File: src/rtl/ft_nmr_monitor_if.sv
// Writeback bus from the replicated cores into the NMR monitor and the committed write out of it.
// The master modport is the core/bench side; the slave modport is the monitor side.
interface ft_nmr_monitor_if #(
    parameter int NUM_CORES  = 3,
    parameter int ADDR_WIDTH = 5,
    parameter int DATA_WIDTH = 32
) ();
    logic                            valid_instr_i;
    logic [NUM_CORES-1:0]            we_i;
    logic [NUM_CORES*ADDR_WIDTH-1:0] addr_i;
    logic [NUM_CORES*DATA_WIDTH-1:0] data_i;
    logic                            commit_we_o;
    logic [ADDR_WIDTH-1:0]           commit_addr_o;
    logic [DATA_WIDTH-1:0]           commit_data_o;

    modport master (
        output valid_instr_i, we_i, addr_i, data_i,
        input  commit_we_o, commit_addr_o, commit_data_o
    );

    modport slave (
        input  valid_instr_i, we_i, addr_i, data_i,
        output commit_we_o, commit_addr_o, commit_data_o
    );
endinterface

File: src/rtl/ft_nmr_monitor.sv
// N-modular-redundancy writeback monitor: votes on per-core (we,addr,data) tuples, commits the agreed
// tuple, flags dissenting cores and sequences core reset/recovery with retry and timeout limits.
module ft_nmr_monitor #(
    parameter int NUM_CORES     = 3,
    parameter int ADDR_WIDTH    = 5,
    parameter int DATA_WIDTH    = 32,
    parameter int MAX_RETRY     = 3,
    parameter int RECOV_TIMEOUT = 64,
    parameter int ERR_CNT_W     = 16
) (
    input  logic                 clk_i,
    input  logic                 rst_i,
    input  logic                 enable_i,
    input  logic                 done_i,
    ft_nmr_monitor_if.slave      wb,
    output logic [NUM_CORES-1:0] faulty_mask_o,
    output logic                 reset_cores_o,
    output logic                 load_pc_o,
    output logic                 recover_o,
    output logic                 recovering_o,
    output logic                 fatal_o,
    output logic [ERR_CNT_W-1:0] err_count_o
);

    localparam int CNT_W   = $clog2(NUM_CORES + 1);
    localparam int RETRY_W = (MAX_RETRY > 0) ? $clog2(MAX_RETRY + 1) : 1;
    localparam int TIMER_W = (RECOV_TIMEOUT > 1) ? $clog2(RECOV_TIMEOUT) : 1;

    localparam logic [CNT_W-1:0]   MAJ_THRESH  = CNT_W'(NUM_CORES / 2);
    localparam logic [CNT_W-1:0]   ALL_CORES   = CNT_W'(NUM_CORES);
    localparam logic [RETRY_W-1:0] RETRY_LIMIT = RETRY_W'(MAX_RETRY);
    localparam logic [TIMER_W-1:0] TIMER_LAST  = TIMER_W'(RECOV_TIMEOUT - 1);

    typedef enum logic [2:0] {
        ST_IDLE,
        ST_RUN,
        ST_RESET,
        ST_RECOVER,
        ST_FATAL
    } state_e;

    typedef struct packed {
        logic                  we;
        logic [ADDR_WIDTH-1:0] addr;
        logic [DATA_WIDTH-1:0] data;
    } wb_tuple_t;

    wb_tuple_t            tuple [NUM_CORES];
    logic [CNT_W-1:0]     agree_cnt [NUM_CORES];
    wb_tuple_t            voted;
    logic                 winner_found;
    logic                 unanimous;
    logic [NUM_CORES-1:0] dissent;

    state_e                state_q, state_d;
    logic [RETRY_W-1:0]    retry_cnt_q, retry_cnt_d;
    logic [TIMER_W-1:0]    timer_q, timer_d;
    logic [NUM_CORES-1:0]  faulty_mask_q, faulty_mask_d;
    logic [ERR_CNT_W-1:0]  err_count_q, err_count_d;
    logic                  commit_we_q, commit_we_d;
    logic [ADDR_WIDTH-1:0] commit_addr_q, commit_addr_d;
    logic [DATA_WIDTH-1:0] commit_data_q, commit_data_d;
    logic                  reset_cores_q, reset_cores_d;
    logic                  load_pc_q, load_pc_d;
    logic                  recover_q, recover_d;
    logic                  recovering_q, recovering_d;
    logic                  fatal_q, fatal_d;

    always_comb begin
        for (int k = 0; k < NUM_CORES; k++) begin
            tuple[k].we   = wb.we_i[k];
            tuple[k].addr = wb.addr_i[k*ADDR_WIDTH +: ADDR_WIDTH];
            tuple[k].data = wb.data_i[k*DATA_WIDTH +: DATA_WIDTH];
        end
    end

    // Each core counts how many cores (itself included) present an identical tuple; the first core
    // whose count is a strict majority supplies the voted tuple. With two cores only unanimity wins.
    always_comb begin
        winner_found = 1'b0;
        voted        = '0;
        dissent      = '0;
        for (int i = 0; i < NUM_CORES; i++) begin
            agree_cnt[i] = '0;
            for (int j = 0; j < NUM_CORES; j++) begin
                if (tuple[i] == tuple[j]) begin
                    agree_cnt[i] = agree_cnt[i] + 1'b1;
                end
            end
        end
        for (int i = 0; i < NUM_CORES; i++) begin
            if (!winner_found && (agree_cnt[i] > MAJ_THRESH)) begin
                winner_found = 1'b1;
                voted        = tuple[i];
            end
        end
        unanimous = (agree_cnt[0] == ALL_CORES);
        for (int i = 0; i < NUM_CORES; i++) begin
            dissent[i] = (tuple[i] != voted);
        end
    end

    // NOTE: every variable gets its hold/idle value first so no path through the case infers a latch.
    always_comb begin
        state_d       = state_q;
        retry_cnt_d   = retry_cnt_q;
        timer_d       = timer_q;
        faulty_mask_d = faulty_mask_q;
        err_count_d   = err_count_q;
        commit_we_d   = 1'b0;
        commit_addr_d = commit_addr_q;
        commit_data_d = commit_data_q;

        unique case (state_q)
            ST_IDLE: begin
                if (enable_i) state_d = ST_RUN;
            end
            ST_RUN: begin
                if (wb.valid_instr_i && winner_found) begin
                    commit_we_d   = voted.we;
                    commit_addr_d = voted.addr;
                    commit_data_d = voted.data;
                end
                if (wb.valid_instr_i && unanimous) begin
                    retry_cnt_d = '0;
                end
                if (wb.valid_instr_i && !unanimous) begin
                    if (winner_found) faulty_mask_d = faulty_mask_q | dissent;
                    if (err_count_q != '1) err_count_d = err_count_q + 1'b1;
                    if (retry_cnt_q == RETRY_LIMIT) begin
                        state_d = ST_FATAL;
                    end else begin
                        retry_cnt_d = retry_cnt_q + 1'b1;
                        state_d     = ST_RESET;
                    end
                end else if (!enable_i) begin
                    state_d = ST_IDLE;
                end
            end
            ST_RESET: begin
                state_d = ST_RECOVER;
                timer_d = '0;
            end
            ST_RECOVER: begin
                timer_d = timer_q + 1'b1;
                if (done_i) begin
                    faulty_mask_d = '0;
                    state_d       = enable_i ? ST_RUN : ST_IDLE;
                end else if (timer_q == TIMER_LAST) begin
                    state_d = ST_FATAL;
                end
            end
            ST_FATAL: begin
                state_d = ST_FATAL;
            end
            default: begin
                state_d = ST_IDLE;
            end
        endcase

        // Control outputs are decoded from the next state so the flops line up with state_q.
        reset_cores_d = (state_d == ST_RESET);
        load_pc_d     = (state_d == ST_RESET);
        recover_d     = (state_d == ST_RECOVER);
        recovering_d  = (state_d == ST_RESET) || (state_d == ST_RECOVER);
        fatal_d       = (state_d == ST_FATAL);
    end

    // NOTE: sequential state uses non-blocking assignments; reset is synchronous to clk_i.
    always_ff @(posedge clk_i) begin
        if (rst_i) begin
            state_q       <= ST_IDLE;
            retry_cnt_q   <= '0;
            timer_q       <= '0;
            faulty_mask_q <= '0;
            err_count_q   <= '0;
            commit_we_q   <= 1'b0;
            commit_addr_q <= '0;
            commit_data_q <= '0;
            reset_cores_q <= 1'b0;
            load_pc_q     <= 1'b0;
            recover_q     <= 1'b0;
            recovering_q  <= 1'b0;
            fatal_q       <= 1'b0;
        end else begin
            state_q       <= state_d;
            retry_cnt_q   <= retry_cnt_d;
            timer_q       <= timer_d;
            faulty_mask_q <= faulty_mask_d;
            err_count_q   <= err_count_d;
            commit_we_q   <= commit_we_d;
            commit_addr_q <= commit_addr_d;
            commit_data_q <= commit_data_d;
            reset_cores_q <= reset_cores_d;
            load_pc_q     <= load_pc_d;
            recover_q     <= recover_d;
            recovering_q  <= recovering_d;
            fatal_q       <= fatal_d;
        end
    end

    assign wb.commit_we_o   = commit_we_q;
    assign wb.commit_addr_o = commit_addr_q;
    assign wb.commit_data_o = commit_data_q;
    assign faulty_mask_o    = faulty_mask_q;
    assign reset_cores_o    = reset_cores_q;
    assign load_pc_o        = load_pc_q;
    assign recover_o        = recover_q;
    assign recovering_o     = recovering_q;
    assign fatal_o          = fatal_q;
    assign err_count_o      = err_count_q;

endmodule
File: src/flat_wrapper.sv
// flat-port wrapper written by rule: the top's interface ports become plain ports
module ft_nmr_monitor_flat 
#(
    parameter int NUM_CORES     = 3,
    parameter int ADDR_WIDTH    = 5,
    parameter int DATA_WIDTH    = 32,
    parameter int MAX_RETRY     = 3,
    parameter int RECOV_TIMEOUT = 64,
    parameter int ERR_CNT_W     = 16
)
  (clk_i, rst_i, enable_i, done_i, faulty_mask_o, reset_cores_o, load_pc_o, recover_o, recovering_o, fatal_o, err_count_o, wb_valid_instr_i, wb_we_i, wb_addr_i, wb_data_i, wb_commit_we_o, wb_commit_addr_o, wb_commit_data_o);
  ft_nmr_monitor_if #(.NUM_CORES(NUM_CORES), .ADDR_WIDTH(ADDR_WIDTH), .DATA_WIDTH(DATA_WIDTH)) wb_i ();
  input  logic clk_i;
  input  logic rst_i;
  input  logic enable_i;
  input  logic done_i;
  output logic [NUM_CORES-1:0] faulty_mask_o;
  output logic reset_cores_o;
  output logic load_pc_o;
  output logic recover_o;
  output logic recovering_o;
  output logic fatal_o;
  output logic [ERR_CNT_W-1:0] err_count_o;
  input wire logic [$bits(wb_i.valid_instr_i)-1:0] wb_valid_instr_i;
  input wire logic [$bits(wb_i.we_i)-1:0] wb_we_i;
  input wire logic [$bits(wb_i.addr_i)-1:0] wb_addr_i;
  input wire logic [$bits(wb_i.data_i)-1:0] wb_data_i;
  output wire logic [$bits(wb_i.commit_we_o)-1:0] wb_commit_we_o;
  output wire logic [$bits(wb_i.commit_addr_o)-1:0] wb_commit_addr_o;
  output wire logic [$bits(wb_i.commit_data_o)-1:0] wb_commit_data_o;
  assign wb_i.valid_instr_i = wb_valid_instr_i;
  assign wb_i.we_i = wb_we_i;
  assign wb_i.addr_i = wb_addr_i;
  assign wb_i.data_i = wb_data_i;
  assign wb_commit_we_o = wb_i.commit_we_o;
  assign wb_commit_addr_o = wb_i.commit_addr_o;
  assign wb_commit_data_o = wb_i.commit_data_o;
  ft_nmr_monitor #(.NUM_CORES(NUM_CORES), .ADDR_WIDTH(ADDR_WIDTH), .DATA_WIDTH(DATA_WIDTH), .MAX_RETRY(MAX_RETRY), .RECOV_TIMEOUT(RECOV_TIMEOUT), .ERR_CNT_W(ERR_CNT_W)) u_core (.clk_i(clk_i), .rst_i(rst_i), .enable_i(enable_i), .done_i(done_i), .wb(wb_i), .faulty_mask_o(faulty_mask_o), .reset_cores_o(reset_cores_o), .load_pc_o(load_pc_o), .recover_o(recover_o), .recovering_o(recovering_o), .fatal_o(fatal_o), .err_count_o(err_count_o));
endmodule
File: config.mk
export PLATFORM = sky130hd
export DESIGN_NAME = ft_nmr_monitor_flat
export DESIGN_NICKNAME = d
export VERILOG_FILES = /design/src/rtl/ft_nmr_monitor_if.sv /design/src/rtl/ft_nmr_monitor.sv /design/src/flat_wrapper.sv
export SDC_FILE = /design/constraint.sdc
export NUM_CORES = 1
export LEC_CHECK = 0
export CELL_PAD_IN_SITES_DETAIL_PLACEMENT = 1
export CELL_PAD_IN_SITES_GLOBAL_PLACEMENT = 2
export CORE_UTILIZATION = 27
export CTS_BUF_LIST = sky130_fd_sc_hd__clkbuf_16
export CTS_CLUSTER_DIAMETER = 40
export DETAILED_ROUTE_END_ITERATION = 8
export GPL_ROUTABILITY_DRIVEN = 1
export MAX_ROUTING_LAYER = met4
export PLACE_DENSITY = 0.85
export SLEW_MARGIN = 20
export SYNTH_ARGS = -nofsm -noshare
export SYNTH_HDL_FRONTEND = slang
export SYNTH_SLANG_ARGS = --single-unit
File: constraint.sdc
create_clock -name clk_i -period 6.9 [get_ports clk_i]
set_input_delay 1.725 -clock clk_i [delete_from_list [all_inputs] [get_ports clk_i]]
set_output_delay 1.725 -clock clk_i [all_outputs]
set_load 0.03 [all_outputs]
==> results.md, run 1 <==
* Status: stopped before the end
* Fail Step: detailed routing (5_2_route)
* Halt Reason: [ERROR DRT-0255] Maze Route cannot find path of net clk_i in worker of routeBox ( 96600 0 ) ( 141375 48300 ).
* CTS Hold Bufs at 0
* Max Buffers Root-to-Sink at 2
* Tot GR Track Use at 0.245
* Sink Count at 72
* Die extent in y at roughly 140 um
* Syn Nets at ~790
* Routability cong. at 0.995
* Total CTS buffers at 9
* Post-cts sizing count at 0
* Most area-hungry cell type in the Yosys netlist: dfxtp_1
* Number of synthesized flops with an enable pin at 0
* IO Count at around 180
* Initial core utilization at 0.278
* YS warnings at 0
* Row count at 50
* Netlist cell types at 53
* Post-CTS Setup Inserts at 0
* Avg Cell Area, Syn at ~8 sq um
* Ys async rst share at 0
* Cells after Synth at 671
* Sequential-to-total area share from yosys stat at 0.275
* Die W at 141 um
* Post-DP HPWL at around 19000 um
* Synth Flop Type: dfxtp_1
* Yosys top cell area share at 0.275
* Global-route wire length before repair at between 30000 and 40000 um
* Yosys reg bits at 72
* Vias in the first global route at 6005
* IO buf count at 180
* CTS root buf: clkbuf_16
* H-tree Lvls at 3
* Initial antenna violation count at 0
* Synthesized area at 5250 sq um
* Largest net degree at the start of global routing at 50
* Remaining global-route overflow at 0
* Cells taking the most area after synthesis: dfxtp_1 (27%), xor2_1 (15%), xnor2_1 (7.3%)
## synthesized netlist by cell type, drive strengths merged (2+ instances only)
master / instances
a2111oi: 3
a22oi: 33
buf: 17
nand2b: 10
a31oi: 3
a21oi: 23
and4: 3
nor2: 72
nor3: 13
and2: 8
nand2: 48
a211oi: 37
a2111o: 4
nor4: 25
and3: 2
dfxtp: 72
o21ai: 30
mux2i: 5
nand4b: 2
or2: 4
nand4: 23
nor2b: 19
clkbuf: 15
xnor2: 44
o2111ai: 2
o22ai: 9
xor2: 87
nand3: 11
a311oi: 3
inv: 27
or3: 3
ha: 3
## kinds of logic after synthesis
logic type / after synthesis / synth area share
simple gates: 244 / 0.232
compound gates: 157 / 0.208
xor+xnor: 131 / 0.219
flops: 72 / 0.275
buf+inv: 59 / 0.0499
mux: 5 / 0.00954
fa+ha+maj: 3 / 0.00716
## metal layers
metal and global-route usage:
met5 -, met2 0.413, met3 0.0415, met4 0.104, met1 0.287
## per-stage QoR
stage / cell area [sq um] / util / std cells / worst slack, ps / hold WS, ps
after global placement: 7290 / 0.386 / 1087 / 1050 / 462
after global routing: 7590 / 0.402 / 1103 / 1110 / 517
after CTS: 7590 / 0.402 / 1103 / 1340 / 486
after detailed placement: 7290 / 0.386 / 1087 / 993 / 477
after floorplan: 5250 / - / 671 / 2770 / 449
==> run 2: changes to the inputs <==
- CELL_PAD_IN_SITES_DETAIL_PLACEMENT: 1 -> default
- CELL_PAD_IN_SITES_GLOBAL_PLACEMENT: 2 -> default
- CORE_UTILIZATION: 27 -> 40
- CTS_BUF_LIST: sky130_fd_sc_hd__clkbuf_16 -> default
- CTS_CLUSTER_DIAMETER: 40 -> default
- MAX_ROUTING_LAYER: met4 -> default
- PLACE_DENSITY: 0.85 -> default
- PLACE_DENSITY_LB_ADDON: default -> 0.15
==> run 2 against run 1 <==
The flow now finishes without violations. Synthesized cell count unchanged. Synthesized area unchanged. Global-route usage up 8.6 points.
==> results.md, run 2 <==
* Status: completed (was stopped before the end)
* Post-cts sizing count at 0 (unchanged)
* Top Layer Used: met4
* Most area-hungry cell type in the Yosys netlist: dfxtp_1 (unchanged)
* DRC viols at 0
* Commonest non-fill, non-tap cell in the layout: clkdlybuf4s50_1
* Remaining global-route overflow at 0 (unchanged)
* Critical path endpoint category: flop
* Tot GR Track Use at 0.331 (was 0.245)
* Placed Instances at 998 (was 1087)
* Crit path max-delay cell type: clkdlybuf4s50_1
* Final hold viol count at 0
* Post-CTS Setup Inserts at 0 (unchanged)
* Sink Count at 72 (unchanged)
* Routed vias/inst at 5.73
* Cells after Synth at 671 (unchanged)
* Final ANT Viol Nets at 0
* Row count at 41 (was 50)
* Max transition margin at 0.499
* CTS tree: done
* CTS root buf: clkbuf_16 (unchanged)
* Most frequent cells in the layout: clkdlybuf4s50_1 (179), xor2_1 (87), nor2_1 (72), dfxtp_1 (72), nand2_1 (48)
* Avg Cell Area, Syn at 7.82 sq um (unchanged)
* Total CTS buffers at 9 (unchanged)
* Fin area at 7490 sq um
* WL met2 at ~10000 um
* Layout Skew at 12.1 ps
* CP max stage delay at 530 ps
* Most common cell in the netlist: xor2_1 (unchanged)
* VDD IR max at 0.105 mV
* Worst Setup Path Type: in -> reg
* Fin crit period at 5380 ps
* Die W at 117 um (was 141 um)
* Cells taking the most area after synthesis: dfxtp_1 (27%), xor2_1 (15%), xnor2_1 (7.3%) (unchanged)
* Unrepaired setup endpoints after global routing: false
* Synth Flop Type: dfxtp_1 (unchanged)
* CTS Hold Bufs at 0 (unchanged)
* IO Count at 181 (unchanged)
* Crit-path max FO at 26
* Routed len/inst at roughly 22 um
* Sequential-to-total area share from yosys stat at 0.275 (unchanged)
* Worst-case hold slack at 481 ps
* CORE AREA at 12700 sq um
* YS warnings at 0 (unchanged)
* Ys async rst share at 0 (unchanged)
* Number of synthesized flops with an enable pin at 0 (unchanged)
* IO buf count at 180 (unchanged)
* P_leak at 2.50 nW
* Most frequent cells after synthesis: xor2_1 (87), dfxtp_1 (72), nor2_1 (72) (unchanged)
* Netlist cell types at 53 (unchanged)
* Initial core utilization at 0.412 (was 0.278)
* Fillcell total at 1186
* CP dominant cell by count: nand4_1
* Post-DP HPWL at 17300 um (was 19000 um)
* Maximum clock rate at 0.186 GHz
* Synth-to-Final Area Change at 42.8%
* H-tree Lvls at 3 (unchanged)
* Clock latency on the worst-skew pair at 360 ps
* Routability cong. at 0.948 (was 0.995)
* Worst min-delay path category: reg -> reg
* Max-Cap Viols at 0
* Die extent in y at 117 um (was 141 um)
* Worst-path cell chain: clkdlybuf4s50_1, xnor2_1, o221ai_1, nor4_1, nand4_1, o21ai_4, buf_4, inv_2, a31oi_2, xor2_1, nand4_1, a2111oi_0, a21oi_1
* Detail Route met3 WL at between 1500 and 2000 um
* Initial antenna violation count at 0 (unchanged)
* Wire length on met1 at approximately 9000 um
* Die area at 13600 sq um
* Setup WS pre-CTS at 1340 ps (was 993 ps)
* Vias in the first global route at 5636 (was 6005)
* Diode count at 0
* Fin cells at slightly above 1000
* Syn Nets at 793 (unchanged)
* Total Wirelength at between 20000 and 25000 um
* Worst Slack Setup Final at approximately 1500 ps
* Max reg flops at 32
* CP Data Arrival Time at 5610 ps
* Power Density at 160 nW/um^2
* Critical Path Source Type: input pin
* Initial DRC Count at between 400 and 500
* Yosys reg bits at 72 (unchanged)
* Yosys top cell area share at 0.275 (unchanged)
* Layout cells sized above 1 at 0.0428
* Final setup fails at 0
* Period utilization at 0.780
* Global-route wire length before repair at 32300 um (was 35200 um)
* Worst slew pin tran at about 750 ps
* CP required at 7130 ps
* Placed Area at 7170 sq um (was 7290 sq um)
* Synthesized area at 5250 sq um (unchanged)
* Max Buffers Root-to-Sink at 2 (unchanged)
* Clock slew at reported path FFs at 60 ps
* Max Slew Vio Count at 0
* DR pass1 iterations at 8
* Largest net degree at the start of global routing at 69 (was 50)
* Setup TNS at 0 ps
* Final nets at 959
* Total number of vias at 5809
## run 2: cell counts after synthesis
No cell type changed its count.
## run 2: metal layers
metal  vias up  GRT usage
met5         -          0
met2       255      0.549
met1      2763      0.405
li1       2738          -
met3        53     0.0659
met4         0      0.174
## run 2: worst paths after layout
path	start	end	slack (ps)	cells past startpoint
setup / recovery	wb_addr_i[8]	u_core.faulty_mask_o[2]$_SDFFE_PP0P_	1520	13
hold / removal	u_core.timer_q[1]$_SDFFE_PP0P_	u_core.timer_q[1]$_SDFFE_PP0P_	480	2
setup reg to reg	u_core.state_q[0]$_SDFF_PP0_	u_core.err_count_o[13]$_SDFFE_PP0P_	4090	9
hold reg to reg	u_core.timer_q[1]$_SDFFE_PP0P_	u_core.timer_q[1]$_SDFFE_PP0P_	480	2
## run 2: area by class of cell
cell class	count	area [sq um]	area share
multi-input cells	540	3550	0.474
well taps	172	215	0.0287
clock buffers	10	229	0.0306
repair buffers	187	1860	0.249
inverters	27	101	0.0135
clock inverters	6	91.3	0.0122
flip-flops and latches	72	1440	0.192
## run 2: logic make-up after synthesis
group	synth area share
simple gates	0.232
compound gates	0.208
xor+xnor	0.219
flops	0.275
buf+inv	0.0499
mux	0.00954
fa+ha+maj	0.00716
## run 2: metrics by stage
stage               power, mW   util
global placement        0.674  0.564
detailed placement      0.674  0.564
global route             1.23  0.589
CTS                      1.20  0.589
finish                   1.20  0.589
floorplan               0.525      -
## run 2: worst max-delay path, delay by kind of cell
kind / cells / cell delay [ps]
buf+inv: 3 / 1070
simple gates: 3 / 730
xor+xnor: 2 / 730
compound gates: 5 / 1330
## run 2: report_power, final
group / internal, mW / total (mW) / switching [mW]
registers: 0.419 / 0.423 / 0.00410
clock network: 0.319 / 0.529 / 0.210
logic: 0.115 / 0.247 / 0.132
Note: power is estimated with default switching activity, not from simulation.
==> run 3: changes to the inputs <==
- clock period: 6.9 -> 5.08 ns (I/O delays scaled with it)
==> run 3 against run 2 <==
Register-to-register slack worse by 1900 ps. Flip-flop and latch count stayed put. Clock skew is 3.4 ps lower. First-iteration DRC count is 19% higher. Sequential power is 36% higher. Final area is 3.9% higher. Worst setup slack worse by 1300 ps. Via count is 2.9% higher.
==> results.md, run 3 (same netlist as run 2, synthesis figures left out) <==
* Clock latency on the worst-skew pair at 350 ps (was 360 ps)
* Commonest non-fill, non-tap cell in the layout: clkdlybuf4s50_1 (unchanged)
* Total number of vias at 5976 (was 5809)
* Initial core utilization at 0.412 (unchanged)
* Final setup fails at 0 (unchanged)
* Worst min-delay path category: reg -> reg (unchanged)
* Most frequent cells in the layout: clkdlybuf4s50_1 (179), xor2_1 (87), nor2_1 (72), dfxtp_1 (72), nand2_1 (48) (unchanged)
* Crit path to: u_core.faulty_mask_o[2]$_SDFFE_PP0P_ (unchanged)
* Final hold viol count at 0 (unchanged)
* CTS root buf: clkbuf_16 (unchanged)
* IO buf count at 180 (unchanged)
* Clock slew at reported path FFs at 70 ps (was 60 ps)
* Worst reg2reg path endpoint: u_core.err_count_o[13]$_SDFFE_PP0P_ (unchanged)
* DR pass1 iterations at 7 (was 8)
* VDD IR max at 0.144 mV (was 0.105 mV)
* Register-to-register setup slack at 2200 ps (was 4090 ps)
* Crit path max-delay cell type: clkdlybuf4s50_1 (unchanged)
* Worst-path cell chain: clkdlybuf4s50_1, nor2b_1, a2111o_1, nor4_1, nand4_1, o21ai_4, buf_12, mux2i_1, xnor2_1, nor4_1, nand4_1, nor4_2, a21oi_1 (was clkdlybuf4s50_1, xnor2_1, o221ai_1, nor4_1, nand4_1, o21ai_4, buf_4, inv_2, a31oi_2, xor2_1, nand4_1, a2111oi_0, a21oi_1)
* Power Density at 204 nW/um^2 (was 160 nW/um^2)
* Max Buffers Root-to-Sink at 2 (unchanged)
* Post-DP HPWL at 18100 um (was 17300 um)
* CP max stage delay at 630 ps (was 530 ps)
* Total Wirelength at 22200 um (was 21900 um)
* Remaining global-route overflow at 0 (unchanged)
* Max-Cap Viols at 0 (unchanged)
* Fin crit period at a little under 5000 ps
* Final nets at 994 (was 959)
* Routed vias/inst at 5.70 (was 5.73)
* Row count at 41 (unchanged)
* Max reg flops at 32 (unchanged)
* Worst slew pin tran at 651 ps (was 751 ps)
* Global-route wire length before repair at 32900 um (was 32300 um)
* Worst Setup Path Type: in -> reg (unchanged)
* Sink Count at 72 (unchanged)
* P_leak at 2.66 nW (was 2.50 nW)
* Layout Skew at 8.71 ps (was 12.1 ps)
* CP startpoint: wb_data_i[9] (was wb_addr_i[8])
* CP Data Arrival Time at 5130 ps (was 5610 ps)
* H-tree Lvls at 3 (unchanged)
* CTS Hold Bufs at 0 (unchanged)
* Diode count at 0 (unchanged)
* Status: completed (unchanged)
* Largest net degree at the start of global routing at 43 (was 69)
* Fin area at 7780 sq um (was 7490 sq um)
* CTS tree: done (unchanged)
* Unrepaired setup endpoints after global routing: false (unchanged)
* Max Slew Vio Count at 0 (unchanged)
* IO Count at 181 (unchanged)
* Critical Path Source Type: input pin (unchanged)
* Reg2reg path depth at 9 (unchanged)
* Routability cong. at 1.01 (was 0.948)
* Layout cells sized above 1 at 0.0855 (was 0.0428)
* Fillcell total at 1142 (was 1186)
* CORE AREA at 12700 sq um (unchanged)
* Total CTS buffers at 9 (unchanged)
* Die W at 117 um (unchanged)
* CP required at 5300 ps (was 7130 ps)
* RR Startpoint: u_core.state_q[0]$_SDFF_PP0_ (unchanged)
* Placed Area at 7460 sq um (was 7170 sq um)
* Die area at 13600 sq um (unchanged)
* Initial antenna violation count at 0 (unchanged)
* Power, Total at 1.59 mW (was 1.20 mW)
* Routed len/inst at 21.2 um (was 21.6 um)
* Synth-to-Final Area Change at 48.4% (was 42.8%)
* Final ANT Viol Nets at 0 (unchanged)
* Maximum clock rate at between 0.2 and 0.25 GHz
* Tot GR Track Use at 0.335 (was 0.331)
* Seq. cell area at 1440 sq um (unchanged)
* Critical path endpoint category: flop (unchanged)
* Area taken by multi-input logic gates at 3570 sq um (was 3550 sq um)
* Initial DRC Count at 516 (was 433)
* DRC viols at 0 (unchanged)
* Max transition margin at 0.566 (was 0.499)
* Vias in the first global route at 5719 (was 5636)
* Crit-path max FO at 37 (was 26)
* Period utilization at 0.967
* Die extent in y at 117 um (unchanged)
run 3: cell count changes in the layout (fill, tap and decap cells not counted), sizes merged:
cell / previous run / this run
bufinv: 2 / 1
clkinvlp: 0 / 2
clkbuf: 10 / 9
clkinv: 3 / 0
buf: 8 / 43
inv: 28 / 31
run 3: how the worst min path moves through the flow:
stage	startpoint	endpoint	slack [ps]	depth (start not counted)
after floorplan	u_core.timer_q[1]$_SDFFE_PP0P_	u_core.timer_q[1]$_SDFFE_PP0P_	450	2
after global placement	u_core.timer_q[1]$_SDFFE_PP0P_	u_core.timer_q[1]$_SDFFE_PP0P_	460	2
after detailed placement	u_core.timer_q[1]$_SDFFE_PP0P_	u_core.timer_q[1]$_SDFFE_PP0P_	490	2
after CTS	u_core.timer_q[1]$_SDFFE_PP0P_	u_core.timer_q[1]$_SDFFE_PP0P_	500	2
after global routing	u_core.wb.commit_data_o[28]$_SDFFE_PP0P_	u_core.wb.commit_data_o[28]$_SDFFE_PP0P_	520	2
final	u_core.wb.commit_data_o[28]$_SDFFE_PP0P_	u_core.wb.commit_data_o[28]$_SDFFE_PP0P_	500	2
run 3: layout make-up:
cell class                 count  area share
tap                          172      0.0276
multi-input combinational    540       0.458
timing repair buffer         222       0.276
clock buffer                   9      0.0289
clock inverter                 7      0.0109
inverter                      27      0.0130
sequential                    72       0.185
run 3: critical path, delay by kind of cell:
kind	cells	cell delay, ps
multiplexers	1	470
XOR/XNOR	1	130
buffers and inverters	2	880
AND/OR/NAND/NOR	6	1600
AO/OA/AOI/OAI	3	770
run 3: stage by stage:
step,setup TNS [ps],hold WS (ps),cells,setup slack [ps],util
floorplan,0,449,671,1410,-
global placement,-258,462,1033,-258,0.586
detailed placement,-252,487,1033,-252,0.586
CTS,0,496,1049,107,0.611
global route,0,521,1049,14.9,0.612
finish,0,497,1049,169,0.612
run 3: metal layers:
metal / GRT usage / up-vias / wire length, um
li1: - / 2815 / -
met1: 0.427 / 2835 / 9440
met2: 0.552 / 286 / 10400
met3: 0.0654 / 40 / 1590
met4: 0.141 / 0 / 812
met5: 0 / - / 0
run 3: where the power goes:
| part | internal [mW] | switching, mW |
|---|---|---|
| combinational | 0.162 | 0.182 |
| sequential | 0.570 | 0.00556 |
| clock | 0.391 | 0.279 |
run 3: repair_timing:
| action | in CTS | in global routing |
|---|---|---|
| setup endpoints to repair | 0 | 1 |
| gates resized for setup | 0 | 3 |
| setup buffers | 0 | 0 |
==> run 4: changes to the inputs <==
- ABC_AREA: default -> 1
==> run 4 against run 3 <==
Critical path type unchanged. Final cell count increased by 57%. Via count increased by 52%. Synthesized area increased by 30%. First-iteration DRC count increased by 110%. Maximum frequency increased by 7.1%. Clock skew decreased by 0.89 ps. Clock power increased by 16%. Non-clock buffer count decreased by 20.
==> results.md, run 4 <==
* YS warnings at 0 (unchanged)
* P_int at 1.24 mW (was 1.12 mW)
* Maximum clock rate at 0.218 GHz (was 0.204 GHz)
* Unrepaired setup endpoints after global routing: false (unchanged)
* Final hold viol count at 0 (unchanged)
* Fin crit period at 4590 ps (was 4910 ps)
* Layout Skew at 7.82 ps (was 8.71 ps)
* Met2 usage at 0.618 (was 0.552)
* Post-synthesis mux area share at 0.00293 (was 0.00954)
* Post-cts sizing count at 0 (unchanged)
* CP required at 5310 ps (was 5300 ps)
* Ys async rst share at 0 (unchanged)
* Synth Area in Simple Gates at 0.450 (was 0.232)
* Commonest non-fill, non-tap cell in the layout: nand2_1 (was clkdlybuf4s50_1)
* Max transition margin at 0.401 (was 0.566)
* Die area at 17600 sq um (was 13600 sq um)
* DR pass1 iterations at 6 (was 7)
* Clock slew at reported path FFs at 60 ps (was 70 ps)
* Diode count at 0 (unchanged)
* Initial DRC Count at 1085 (was 516)
* Status: completed (unchanged)
* Sequential Power Share at 0.318 (was 0.362)
* Post-Synth Adder-Cell Area at 0.00550 (was 0.00716)
* Synthesized area at 6820 sq um (was 5250 sq um)
* Comb power frac at 0.255 (was 0.216)
* Critical path endpoint category: flop (unchanged)
* Die extent in y at 133 um (was 117 um)
* Max reg flops at 32 (unchanged)
* Die W at 133 um (was 117 um)
* Total Wirelength at 32900 um (was 22200 um)
* Clock latency on the worst-skew pair at 360 ps (was 350 ps)
* Post-synthesis xor/xnor area fraction at 0.0591 (was 0.219)
* Worst-case hold slack at 470 ps (was 497 ps)
* Routed vias/inst at 5.51 (was 5.70)
* Total number of vias at 9090 (was 5976)
* Worst slew pin tran at 891 ps (was 651 ps)
* Most common cell in the netlist: nand2_1 (was xor2_1)
* Tot GR Track Use at 0.373 (was 0.335)
* Most area-hungry cell type in the Yosys netlist: nand2_1 (was dfxtp_1)
* Global-route met3 utilization at 0.0590 (was 0.0654)
* Cells taking the most area after synthesis: nand2_1 (24%), dfxtp_1 (21%), inv_1 (9.2%) (was dfxtp_1 (27%), xor2_1 (15%), xnor2_1 (7.3%))
* Routability cong. at 1.06 (was 1.01)
* H-tree Lvls at 3 (unchanged)
* P_leak at 4.26 nW (was 2.66 nW)
* VDD IR max at 0.160 mV (was 0.144 mV)
* Avg Cell Area, Syn at 5.48 sq um (was 7.82 sq um)
* Layout cells sized above 1 at 0.0433 (was 0.0855)
* Period utilization at 0.903 (was 0.967)
* CP Data Arrival Time at 4820 ps (was 5130 ps)
* CTS root buf: clkbuf_16 (unchanged)
* Most frequent cells in the layout: nand2_1 (428), clkdlybuf4s50_1 (180), inv_1 (167) (was clkdlybuf4s50_1 (179), xor2_1 (87), nor2_1 (72), dfxtp_1 (72), nand2_1 (48))
* Compound-Gate Fraction of Synth Area at 0.151 (was 0.208)
* Cells after Synth at 1246 (was 671)
* Routed len/inst at 19.9 um (was 21.2 um)
* Global-route wire length before repair at 48800 um (was 32900 um)
* CORE AREA at 16600 sq um (was 12700 sq um)
* CTS Hold Bufs at 0 (unchanged)
* Worst Setup Path Type: in -> reg (unchanged)
* Max Slew Vio Count at 0 (unchanged)
* Initial core utilization at 0.410 (was 0.412)
* Switch Pwr at 579 uW (was 466 uW)
* Remaining global-route overflow at 0 (unchanged)
* Largest net degree at the start of global routing at 49 (was 43)
* Post-DP HPWL at 27200 um (was 18100 um)
* Max Buffers Root-to-Sink at 2 (unchanged)
* Worst min-delay path category: reg -> reg (unchanged)
* Final nets at 1548 (was 994)
* Initial antenna violation count at 0 (unchanged)
* Final setup fails at 0 (unchanged)
* Power Density at 196 nW/um^2 (was 204 nW/um^2)
* Net Sw Frac at 0.318 (was 0.293)
* IO buf count at 180 (unchanged)
* Sequential-to-total area share from yosys stat at 0.211 (was 0.275)
* Most frequent cells after synthesis: nand2_1 (428), inv_1 (167), nor2_1 (147) (was xor2_1 (87), dfxtp_1 (72), nor2_1 (72))
* DRC viols at 0 (unchanged)
* Setup TNS at 0 ps (unchanged)
* Sink Count at 72 (unchanged)
* Total CTS buffers at 9 (unchanged)
* Yosys reg bits at 72 (unchanged)
* Post-CTS Setup Inserts at 0 (unchanged)
* Clk pwr share at 0.427 (was 0.421)
* Number of synthesized flops with an enable pin at 0 (unchanged)
* Synth-to-Final Area Change at 36.3% (was 48.4%)
* Row count at 47 (was 41)
* IO Count at 181 (unchanged)
* Netlist cell types at 43 (was 53)
* Synth Flop Type: dfxtp_1 (unchanged)
* Final ANT Viol Nets at 0 (unchanged)
* GRT met1 Usage at 0.470 (was 0.427)
* Vias in the first global route at 8276 (was 5719)
* Critical Path Source Type: input pin (unchanged)
* Crit-path max FO at 11 (was 37)
* CTS tree: done (unchanged)
* Largest family of logic cells by synthesized area: simple AND/OR/NAND/NOR gates (unchanged)
* Gr busiest metal: met2 (unchanged)
* Yosys top cell area share at 0.235 (was 0.275)
* Max-Cap Viols at 0 (unchanged)
* Syn Nets at 1368 (was 793)
-- run 4: per-stage QoR --
step | utilization | instances | total power, mW | setup slack (ps) | cell area, sq um
floorplan | - | 1246 | 0.793 | 1960 | 6820
global placement | 0.538 | 1635 | 1.05 | 172 | 8950
detailed placement | 0.538 | 1635 | 1.04 | 269 | 8950
CTS | 0.559 | 1651 | 1.82 | 617 | 9300
global route | 0.559 | 1651 | 1.88 | 274 | 9300
finish | 0.559 | 1651 | 1.82 | 494 | 9300
-- run 4: routing by layer --
metal	share of wire	wire (um)	up-vias
li1	-	-	4379
met1	0.41	13400	4088
met2	0.46	15000	520
met3	0.086	2820	103
met4	0.051	1690	0
met5	0	0	-
-- run 4: cell type report --
type / count / area, sq um
timing repair buffer: 202 / 2000
fill: 1741 / 7340
multi-input combinational: 964 / 4560
clock inverter: 7 / 125
clock buffer: 9 / 225
sequential: 72 / 1440
inverter: 177 / 664
tap: 220 / 275
-- run 4: power by group through the flow --
stage	logic, mW	clock network (mW)	registers [mW]
6_report	0.465	0.778	0.579
5_1_grt	0.495	0.806	0.580
4_1_cts	0.453	0.785	0.579
3_5_place_dp	0.450	0	0.592
3_3_place_gp	0.455	0	0.591
2_1_floorplan	0.193	0	0.600
-- run 4: path summary, 6_finish.rpt --
kind,from,to,slack [ps],depth (start not counted)
worst max-delay path,wb_data_i[34],u_core.faulty_mask_o[2]$_SDFFE_PP0P_,490,21
worst min-delay path,u_core.faulty_mask_o[0]$_SDFFE_PP0P_,u_core.faulty_mask_o[0]$_SDFFE_PP0P_,470,2
worst max register to register,u_core.state_q[0]$_SDFF_PP0_,u_core.err_count_o[11]$_SDFFE_PP0P_,2510,11
worst min register to register,u_core.faulty_mask_o[0]$_SDFFE_PP0P_,u_core.faulty_mask_o[0]$_SDFFE_PP0P_,470,2
-- run 4: cells by family (layout without fill, tap and decap cells) --
| group | after synthesis | in the layout |
|---|---|---|
| AO/OA/AOI/OAI | 183 | 183 |
| AND/OR/NAND/NOR | 730 | 730 |
| XOR/XNOR | 46 | 46 |
| multiplexers | 2 | 2 |
| buffers and inverters | 210 | 395 |
| flip-flops | 72 | 72 |
| adder cells (fa/ha/maj) | 3 | 3 |
-- run 4: critical path: stages --
cell,delay (ps)
clkdlybuf4s50_1,560
inv_1,160
nand2_1,90
nand2_1,50
nor2_1,100
nand2_1,110
nor2_1,190
nand3_1,130
nor2_2,380
buf_4,290
nand4_1,180
nand2_1,230
nand2_1,70
nand2_1,60
nand2_1,50
nor2_1,340
nand2_1,110
nor2_1,190
nand3_1,100
nand2_1,80
a21oi_1,70
